==> src/rtl/oled_pkg.sv <==
// Shared constants and types for the OLED frame path (text engine writer and SPI streamer).
package oled_pkg;

  localparam int NUM_PAGES_DEF = 8;
  localparam int NUM_COLS_DEF  = 128;
  localparam int ADDR_W        = 14;

  localparam logic [7:0] CMD_SET_PAGE = 8'hB0;
  localparam logic [7:0] CMD_COL_LO   = 8'h00;
  localparam logic [7:0] CMD_COL_HI   = 8'h10;

  typedef enum logic [2:0] {
    ST_IDLE     = 3'd0,
    ST_CMD      = 3'd1,
    ST_RAM_REQ  = 3'd2,
    ST_RAM_WAIT = 3'd3,
    ST_SHIFT    = 3'd4,
    ST_NEXT     = 3'd5,
    ST_DONE     = 3'd6
  } state_t;

  function automatic logic [7:0] cmd_byte(input logic [1:0] idx, input logic [7:0] page);
    case (idx)
      2'd0:    cmd_byte = CMD_SET_PAGE | page;
      2'd1:    cmd_byte = CMD_COL_LO;
      default: cmd_byte = CMD_COL_HI;
    endcase
  endfunction

endpackage

==> src/rtl/spi_byte_tx.sv <==
// Mode-0 SPI byte shifter: MSB first, SCLK idles low, done pulses during the last cycle of the byte.
module spi_byte_tx #(
  parameter int CLK_DIV = 4
) (
  input  logic       clk_i,
  input  logic       rst_ni,
  input  logic       load_i,
  input  logic [7:0] byte_i,
  output logic       sclk_o,
  output logic       mosi_o,
  output logic       done_o
);

  localparam int DW = (CLK_DIV > 1) ? $clog2(CLK_DIV) : 1;
  localparam logic [DW-1:0] DIV_MAX = DW'(CLK_DIV - 1);

  logic          active_q, active_d;
  logic [DW-1:0] div_q, div_d;
  logic [3:0]    half_q, half_d;
  logic [7:0]    shift_q, shift_d;
  logic          sclk_q, sclk_d;
  logic          mosi_q, mosi_d;
  logic          done_q, done_d;

  // Next-state for the half-period divider and bit shifter; odd halves are SCLK high.
  always_comb begin
    active_d = active_q;
    div_d    = div_q;
    half_d   = half_q;
    shift_d  = shift_q;
    sclk_d   = sclk_q;
    mosi_d   = mosi_q;
    if (load_i) begin
      active_d = 1'b1;
      div_d    = {DW{1'b0}};
      half_d   = 4'd0;
      shift_d  = {byte_i[6:0], 1'b0};
      mosi_d   = byte_i[7];
      sclk_d   = 1'b0;
    end else if (active_q && (div_q == DIV_MAX)) begin
      div_d = {DW{1'b0}};
      if (half_q == 4'd15) begin
        active_d = 1'b0;
        half_d   = 4'd0;
        sclk_d   = 1'b0;
      end else if (half_q[0] == 1'b0) begin
        half_d = half_q + 4'd1;
        sclk_d = 1'b1;
      end else begin
        half_d  = half_q + 4'd1;
        sclk_d  = 1'b0;
        mosi_d  = shift_q[7];
        shift_d = {shift_q[6:0], 1'b0};
      end
    end else if (active_q) begin
      div_d = div_q + DW'(1);
    end else begin
      active_d = 1'b0;
    end
    done_d = active_d && (half_d == 4'd15) && (div_d == DIV_MAX);
  end

  // Shifter state register.
  always_ff @(posedge clk_i or negedge rst_ni) begin
    if (!rst_ni) begin
      active_q <= 1'b0;
      div_q    <= {DW{1'b0}};
      half_q   <= 4'd0;
      shift_q  <= 8'h00;
      sclk_q   <= 1'b0;
      mosi_q   <= 1'b0;
      done_q   <= 1'b0;
    end else begin
      active_q <= active_d;
      div_q    <= div_d;
      half_q   <= half_d;
      shift_q  <= shift_d;
      sclk_q   <= sclk_d;
      mosi_q   <= mosi_d;
      done_q   <= done_d;
    end
  end

  assign sclk_o = sclk_q;
  assign mosi_o = mosi_q;
  assign done_o = done_q;

endmodule

==> src/rtl/oled_frame_streamer.sv <==
// Streams the page-organised frame buffer to an SSD1306-class OLED: per page a 3-byte
// address command followed by NUM_COLS data bytes, one frame per start pulse.
module oled_frame_streamer
  import oled_pkg::*;
#(
  parameter int CLK_DIV   = 4,
  parameter int NUM_PAGES = NUM_PAGES_DEF,
  parameter int NUM_COLS  = NUM_COLS_DEF
) (
  input  logic              clk,
  input  logic              i_rst_n,
  input  logic              i_start,
  output logic              o_busy,
  output logic              o_frame_done,
  output logic [ADDR_W-1:0] o_ram_address,
  input  logic [7:0]        i_ram_data,
  output logic              o_spi_sclk,
  output logic              o_spi_mosi,
  output logic              o_spi_cs_n,
  output logic              o_spi_dc
);

  localparam int PW = (NUM_PAGES > 1) ? $clog2(NUM_PAGES) : 1;
  localparam int CW = (NUM_COLS > 1) ? $clog2(NUM_COLS) : 1;
  localparam logic [PW-1:0] PAGE_LAST = PW'(NUM_PAGES - 1);
  localparam logic [CW-1:0] COL_LAST  = CW'(NUM_COLS - 1);
  // cmd_idx 0..2 walks the page header; 3 marks the data phase of the page.
  localparam logic [1:0]    DATA_PHASE = 2'd3;

  state_t            state_q, state_d;
  logic [PW-1:0]     page_q, page_d;
  logic [CW-1:0]     col_q, col_d;
  logic [1:0]        cmd_idx_q, cmd_idx_d;
  logic              busy_q, busy_d;
  logic              done_q, done_d;
  logic              cs_n_q, cs_n_d;
  logic              dc_q, dc_d;
  logic [ADDR_W-1:0] addr_q, addr_d;
  logic [ADDR_W-1:0] row_base_s;
  logic              tx_load_s;
  logic [7:0]        tx_byte_s;
  logic              tx_done_s;

  assign row_base_s = ADDR_W'(page_q) * ADDR_W'(NUM_COLS);

  // Frame sequencer: next state, counters and registered SPI framing signals.
  always_comb begin
    state_d   = state_q;
    page_d    = page_q;
    col_d     = col_q;
    cmd_idx_d = cmd_idx_q;
    busy_d    = busy_q;
    done_d    = 1'b0;
    cs_n_d    = cs_n_q;
    dc_d      = dc_q;
    addr_d    = addr_q;
    tx_load_s = 1'b0;
    tx_byte_s = 8'h00;
    case (state_q)
      ST_IDLE: begin
        if (i_start) begin
          state_d   = ST_CMD;
          page_d    = {PW{1'b0}};
          col_d     = {CW{1'b0}};
          cmd_idx_d = 2'd0;
          busy_d    = 1'b1;
          cs_n_d    = 1'b0;
        end else begin
          state_d = ST_IDLE;
        end
      end
      ST_CMD: begin
        tx_load_s = 1'b1;
        tx_byte_s = cmd_byte(cmd_idx_q, 8'(page_q));
        dc_d      = 1'b0;
        state_d   = ST_SHIFT;
      end
      ST_SHIFT: begin
        if (tx_done_s) begin
          state_d = ST_NEXT;
        end else begin
          state_d = ST_SHIFT;
        end
      end
      ST_RAM_REQ: begin
        state_d = ST_RAM_WAIT;
      end
      ST_RAM_WAIT: begin
        tx_load_s = 1'b1;
        tx_byte_s = i_ram_data;
        dc_d      = 1'b1;
        state_d   = ST_SHIFT;
      end
      ST_NEXT: begin
        if (cmd_idx_q < 2'd2) begin
          cmd_idx_d = cmd_idx_q + 2'd1;
          state_d   = ST_CMD;
        end else if (cmd_idx_q == 2'd2) begin
          cmd_idx_d = DATA_PHASE;
          col_d     = {CW{1'b0}};
          addr_d    = row_base_s;
          state_d   = ST_RAM_REQ;
        end else if (col_q != COL_LAST) begin
          col_d   = col_q + CW'(1);
          addr_d  = row_base_s + ADDR_W'(col_d);
          state_d = ST_RAM_REQ;
        end else if (page_q != PAGE_LAST) begin
          page_d    = page_q + PW'(1);
          cmd_idx_d = 2'd0;
          state_d   = ST_CMD;
        end else begin
          cs_n_d  = 1'b1;
          state_d = ST_DONE;
        end
      end
      ST_DONE: begin
        busy_d  = 1'b0;
        done_d  = 1'b1;
        state_d = ST_IDLE;
      end
      default: begin
        busy_d  = 1'b0;
        cs_n_d  = 1'b1;
        state_d = ST_IDLE;
      end
    endcase
  end

  // Sequencer state and output registers.
  always_ff @(posedge clk or negedge i_rst_n) begin
    if (!i_rst_n) begin
      state_q   <= ST_IDLE;
      page_q    <= {PW{1'b0}};
      col_q     <= {CW{1'b0}};
      cmd_idx_q <= 2'd0;
      busy_q    <= 1'b0;
      done_q    <= 1'b0;
      cs_n_q    <= 1'b1;
      dc_q      <= 1'b0;
      addr_q    <= {ADDR_W{1'b0}};
    end else begin
      state_q   <= state_d;
      page_q    <= page_d;
      col_q     <= col_d;
      cmd_idx_q <= cmd_idx_d;
      busy_q    <= busy_d;
      done_q    <= done_d;
      cs_n_q    <= cs_n_d;
      dc_q      <= dc_d;
      addr_q    <= addr_d;
    end
  end

  spi_byte_tx #(.CLK_DIV(CLK_DIV)) u_tx (
    .clk_i  (clk),
    .rst_ni (i_rst_n),
    .load_i (tx_load_s),
    .byte_i (tx_byte_s),
    .sclk_o (o_spi_sclk),
    .mosi_o (o_spi_mosi),
    .done_o (tx_done_s)
  );

  assign o_busy        = busy_q;
  assign o_frame_done  = done_q;
  assign o_ram_address = addr_q;
  assign o_spi_cs_n    = cs_n_q;
  assign o_spi_dc      = dc_q;

endmodule

==> config.mk <==
export PLATFORM = sky130hd
export DESIGN_NAME = oled_frame_streamer
export DESIGN_NICKNAME = d
export VERILOG_FILES = /design/src/rtl/oled_pkg.sv /design/src/rtl/spi_byte_tx.sv /design/src/rtl/oled_frame_streamer.sv
export SDC_FILE = /design/constraint.sdc
export NUM_CORES = 1
export LEC_CHECK = 0
export ABC_AREA = 1
export CORE_ASPECT_RATIO = 0.5
export CORE_MARGIN = 10
export CORE_UTILIZATION = 35
export DETAILED_ROUTE_END_ITERATION = 16
export GPL_ROUTABILITY_DRIVEN = 0
export PLACE_DENSITY = 0.55
export SYNTH_ARGS = -nofsm -noshare
export SYNTH_HDL_FRONTEND = slang
export SYNTH_SLANG_ARGS = --single-unit
==> constraint.sdc <==
create_clock -name clk -period 1.4 [get_ports clk]
set_input_delay 0.28 -clock clk [delete_from_list [all_inputs] [get_ports clk]]
set_output_delay 0.28 -clock clk [all_outputs]
set_load 0.05 [all_outputs]
# After elaboration in Yosys (flattened, before gate mapping)
# Cells that the tools add are included.
[totals]
wordCells = 131
input_bits = 11
out_inout_bits = 20
ff_bits = 51
[classes]
n_eq_ne = 24
n_reduce_logical = 20
addsub = 6
order_cmp = 1
muxes = 61
n_bitwise = 3
[op_table]
columns = ["op", "count"]
rows = [
  ["8-bit 2-to-1 mux", 4],
  ["8-bit case mux with 2 select lines", 2],
  ["14-bit 2-to-1 mux", 2],
  ["7-bit 2-to-1 mux", 4],
  ["3-bit 2-to-1 mux", 9],
  ["1-bit 2-to-1 mux", 22],
  ["2-bit 2-to-1 mux", 8],
  ["3-bit case mux with 5 select lines", 1],
  ["2-bit inequality test, second input constant", 7],
  ["7-bit case mux with 2 select lines", 1],
  ["4-bit 2-to-1 mux", 3],
  ["6-bit AND reduction", 2],
  ["10-bit by 7-bit adder with 11-bit output", 1],
  ["2-bit nonzero test", 5],
  ["5-bit OR reduction", 2],
  ["3-bit == test, second input constant", 3],
  ["4-bit == test, second input constant", 2],
  ["4-bit inequality test, second input constant", 2],
  ["4-bit AND reduction", 2],
  ["7-bit by 1-bit adder with 7-bit output, second input constant", 1],
  ["7-bit inequality test, second input constant", 1],
  ["2-bit == test, second input constant", 3],
  ["3-bit by 2-bit == test with 1-bit output, second input constant", 2],
  ["3-bit inequality test, second input constant", 2],
  ["17 further kinds", 24],
]

# Logic depth before layout (Yosys ltp)
[logic_depth]
word_depth = 7
mapped_depth = 9
ltp_nobuf = 9

# Hierarchy
# From an unflattened synthesis, not the netlist that was laid out.
[unflattened]
cells_unflattened = 306
area_unflattened_um2 = 2481.1
[by_module_without_submodules]
columns = ["module", "seq_area_each_um2", "area_each_um2", "cells_each", "instances"]
rows = [
  ["oled_frame_streamer", 726.9, 1615.3, 204, 1],
  ["spi_byte_tx", 425.4, 865.8, 102, 1],
]

# Worst setup path after synthesis
# OpenSTA, ideal clock, no wires.
[synth_timing]
kind = "reg2reg"
start = "register u_tx.div_q[0]"
end = "register u_tx.mosi_q (netlist: u_tx.mosi_o)"
period_less_slack_ns = 1.407
path_buffers = 0
required_time_ns = 1.282
setup_ns = 0.118
stages_incl_launch_ff = 9
t_arrival_ns = 1.289
path_slack_ns = -0.007
cell_sequence = "dfrtp_1 > ha_1 > nand2_1 > nor2_1 > nand2_1 > nand2_2 > inv_1 > nand2_1 > nand2_1"
[synth_via]
elab_chain_cells = 4
[synth_lines]
columns = ["element", "line", "source"]
rows = [
  ["from (decl)", "spi_byte_tx.sv:18", "logic [DW-1:0] div_q, div_d;"],
  ["from (signal assigned)", "spi_byte_tx.sv:67", "div_q <= {DW{1'b0}};"],
  ["from (signal assigned)", "spi_byte_tx.sv:75", "div_q <= div_d;"],
  ["2-bit == test", "spi_byte_tx.sv:40", "end else if (active_q && (div_q == DIV_MAX)) begin"],
  ["1-bit logical AND", "spi_byte_tx.sv:40", ""],
  ["2-bit nonzero test (no line)", "--", ""],
  ["3-bit AND reduction (no line)", "--", ""],
  ["to (signal assigned)", "spi_byte_tx.sv:79", "mosi_q <= mosi_d;"],
  ["to (decl)", "spi_byte_tx.sv:22", "logic mosi_q, mosi_d;"],
]
# No other way between the ends.
# A chain may end at the register's enable or synchronous reset.

# Worst setup path in the final report
[layout_timing]
start = "register state_q[0]"
end = "register page_q[1]"
[layout_via]
elab_chain_cells = 3
elab_cells_between_ends = 10
classes_between = "eq/ne: 6; mux: 1; reduce/logical: 3"
[layout_lines]
columns = ["element", "line", "source"]
rows = [
  ["from (decl)", "oled_frame_streamer.sv:30", "state_t state_q, state_d;"],
  ["from (signal assigned)", "oled_frame_streamer.sv:142", "state_q <= state_d;"],
  ["3-bit == test / 3-bit zero test (equally long branches)", "oled_frame_streamer.sv:59", "case (state_q)"],
  ["2-bit inequality test (no line) / 2-bit nonzero test (equally long branches)", "--", ""],
  ["6-bit AND reduction (no line)", "--", ""],
  ["to (signal assigned)", "oled_frame_streamer.sv:133", "page_q <= {PW{1'b0}};"],
  ["to (signal assigned)", "oled_frame_streamer.sv:143", "page_q <= page_d;"],
  ["to (decl)", "oled_frame_streamer.sv:31", "logic [PW-1:0] page_q, page_d;"],
]
# Several ways; a longest one is shown, not always the timed one.

==> results by group <==
GRT
  – Initial antenna violation count: 0
  – Number of global-route vias before repair: 2257
  – Pin count of the biggest net entering global routing: 19
  – Global-route wire length before repair: 10320 µm
  – Remaining Overflow, GRT: 0
  – Total track usage: 11.07%

Route
  – Final WL: 6341 µm
  – Number of remaining DRC errors: 0
  – Via count: 2331
  – Number of DRC markers in iteration 0: 124
  – Drt wl/cell: 12.53 µm
  – Initial DRT Pass Iterations: 4
  – Routed vias/inst: 4.607
  – Post-DRT Antenna Nets: 0

Clocking
  – TritonCTS clock tree: done
  – Clock slew at reported path FFs: 0.06 ns
  – CTS buffer count: 5
  – Clk root buf: clkbuf_16
  – Clk sink count: 46
  – CTS H-Tree Depth: 2
  – Max Root-Sink Buffers: 2
  – Clk_lat worst skew: 0.29 ns

Timing
  – Final Max Tran Viols: 0
  – Fin. Hold Viols: 0
  – RSZ-0062 raised after global routing: true
  – Final critical-path share of the clock period: 97.43%
  – Setup violators final: 0
  – Layout Skew: 0.006741 ns
  – Fin crit period: 1.364 ns
  – Setup WS post-layout: 0.03600 ns
  – F_max: 733.1 MHz
  – Final setup TNS: 0 ns

Synth
  – Post-synth top cells: nand2_1 (121), dfrtp_1 (45), inv_1 (38), nor2_1 (27), nand3_1 (23)
  – Post-synth EDFFs: 0
  – Syn Area/Cell: 7.635 µm²
  – Mapped Cells: 322
  – Synthesized flop and latch total: 46
  – Async set-reset flop share out of synthesis: 100.0%
  – Yosys synthesis warning count: 0
  – Seq/Total Area, Yosys: 46.87%
  – Post-synthesis cell area: 2459 µm²
  – Top-area cell type share of the netlist area: 45.80%
  – Largest area contributor in the netlist: dfrtp_1
  – Count leader, synth: nand2_1
  – Distinct cells, synth: 29
  – Synth area leaders: dfrtp_1 (46%), nand2_1 (18%), inv_1 (5.8%)
  – Ys flop type: dfrtp_1

Finish
  – # diodes: 0
  – Fraction of layout cells with a size suffix above 1: 34.06%
  – Storage cell area: 1156 µm²
  – Fin cells: 506
  – Nets@finish: 434
  – Area growth, synth to finish: 55.78%
  – Post-layout util: 56.72%
  – Fillers: 589
  – Area of the multi-input gates: 1299 µm²

Floorplanning
  – Total core area: 6753 µm²
  – Die width: 138.5 µm
  – Die area: 10980 µm²
  – # rows: 21
  – Starting density of the core: 36.41%
  – I/O pin count: 31
  – Chip height: 79.27 µm

Critical path
  – Worst setup SP type: flip-flop
  – Crit path DAT: 1.54 ns
  – Worst setup path startpoint: state_q[0]
  – Crit-path max FO: 6
  – CP Class: flip-flop to flip-flop
  – R2r startpoint: state_q[0]
  – CP Capture Type: flip-flop
  – Worst EP required: 1.58 ns

Place
  – IO Port Bufs: 26
  – Dpl cells: 479
  – Worst slack, placed: -0.05457 ns
  – Hpwl dp: 4617 µm

Power and ir drop
  – Max rail drop VDD: 0.4359 mV
  – PD cells: 713.8 nW/µm²
  – Leak: 1.990 nW
  – Final Power: 2.734 mW

Worst hold path
  – Hold/Removal Path Class: input pin to async pin

Status
  – Outcome: finished, final reports clean

Job
  – Max-Cap Viols: 0
worst paths after layout:
check	slack, ns	depth (start not counted)	end
max	0.04	9	page_q[1]
min	0.48	2	u_tx.half_q[1]
max reg2reg	0.04	9	page_q[1]
min reg2reg	0.48	2	u_tx.shift_q[5]
max in group asynchronous	0.44	3	o_ram_address[3]
min in group clk	0.48	2	u_tx.shift_q[5]
registers in the layout, indices dropped and copies added (netlist names):
signal,count
u_tx.sclk_o,1
o_spi_cs_n,1
u_tx.done_o,1
o_spi_dc,1
col_q,7
o_ram_address,10
u_tx.half_q,4
o_busy,1
u_tx.div_q,2
u_tx.shift_q,7
state_q,3
o_frame_done,1
cmd_idx_q,2
page_q,3
u_tx.active_q,1
u_tx.mosi_o,1
report_power, final:
| part | internal, mW | switching (mW) | leakage [nW] |
|---|---|---|---|
| clock | 0.808 | 0.500 | 0.0832 |
| combinational | 0.0375 | 0.0582 | 1.33 |
| sequential | 1.33 | 0 | 0.574 |
| total | 2.18 | 0.558 | 1.99 |
logic make-up after synthesis:
logic type               count (synthesis)  synth area share [%]
AND/OR/NAND/NOR                        193                 33.94
buffers and inverters                   48                 8.600
flip-flops                              46                 46.87
AO/OA/AOI/OAI                           23                 4.987
adder cells (fa/ha/maj)                 10                 5.089
XOR/XNOR                                 1                0.3563
other                                    1                0.1525
repair_timing:
action | CTS | global route
pin swaps | 7 | 29
gates resized for setup | 11 | 55
setup endpoints to repair | 17 | 34
buffers inserted | 1 | 18
hold buffers | 1 | 0
endpoints found under the hold margin | 14 | 0
cloned | 0 | 0
metal layers:
layer | up-vias | global-route usage [%] | routed length, µm | part of all wire [%]
met5 | - | 0 | 0 | 0
met2 | 34 | 19.55 | 3185 | 50
li1 | 1187 | - | - | -
met4 | 0 | 4.289 | 126 | 2.0
met3 | 9 | 2.969 | 222 | 3.5
met1 | 1101 | 12.72 | 2806 | 44
cells in the final DEF, fill, tap and decap left out, types with 7 or more instances in the layout:
cell type / instances
buf_12: 18
buf_4: 54
nand2_1: 110
a21oi_1: 8
nand3_1: 18
inv_1: 33
nor2_1: 18
nand4_1: 7
dfrtp_1: 42
clkdlybuf4s50_1: 9
nand2_2: 8
cell type report:
| cell class | instances | area share (%) |
|---|---|---|
| clock buffer | 8 | 4.345 |
| tap | 92 | 3.006 |
| timing repair buffer | 89 | 24.50 |
| multi-input combinational | 231 | 33.91 |
| inverter | 40 | 4.051 |
| sequential | 46 | 30.19 |
worst max-delay path, cell delays in order (launching register included):
cell and delay (ns):
dfrtp_2 0.49, nand2_4 0.11, nor2_4 0.05, buf_6 0.14
nand2_4 0.07, nand2_1 0.07, inv_2 0.09, nand3_2 0.10
nand2_1 0.09, nand2_1 0.05
per-stage QoR:
step | area [µm²] | hold slack (ns)
floorplan | 2472 | -0.01559
global placement | 3297 | 0.2541
detailed placement | 3297 | 0.2710
CTS | 3511 | 0.4839
global route | 3830 | 0.5166
finish | 3830 | 0.4809
Power figures use the tool's default switching activity.
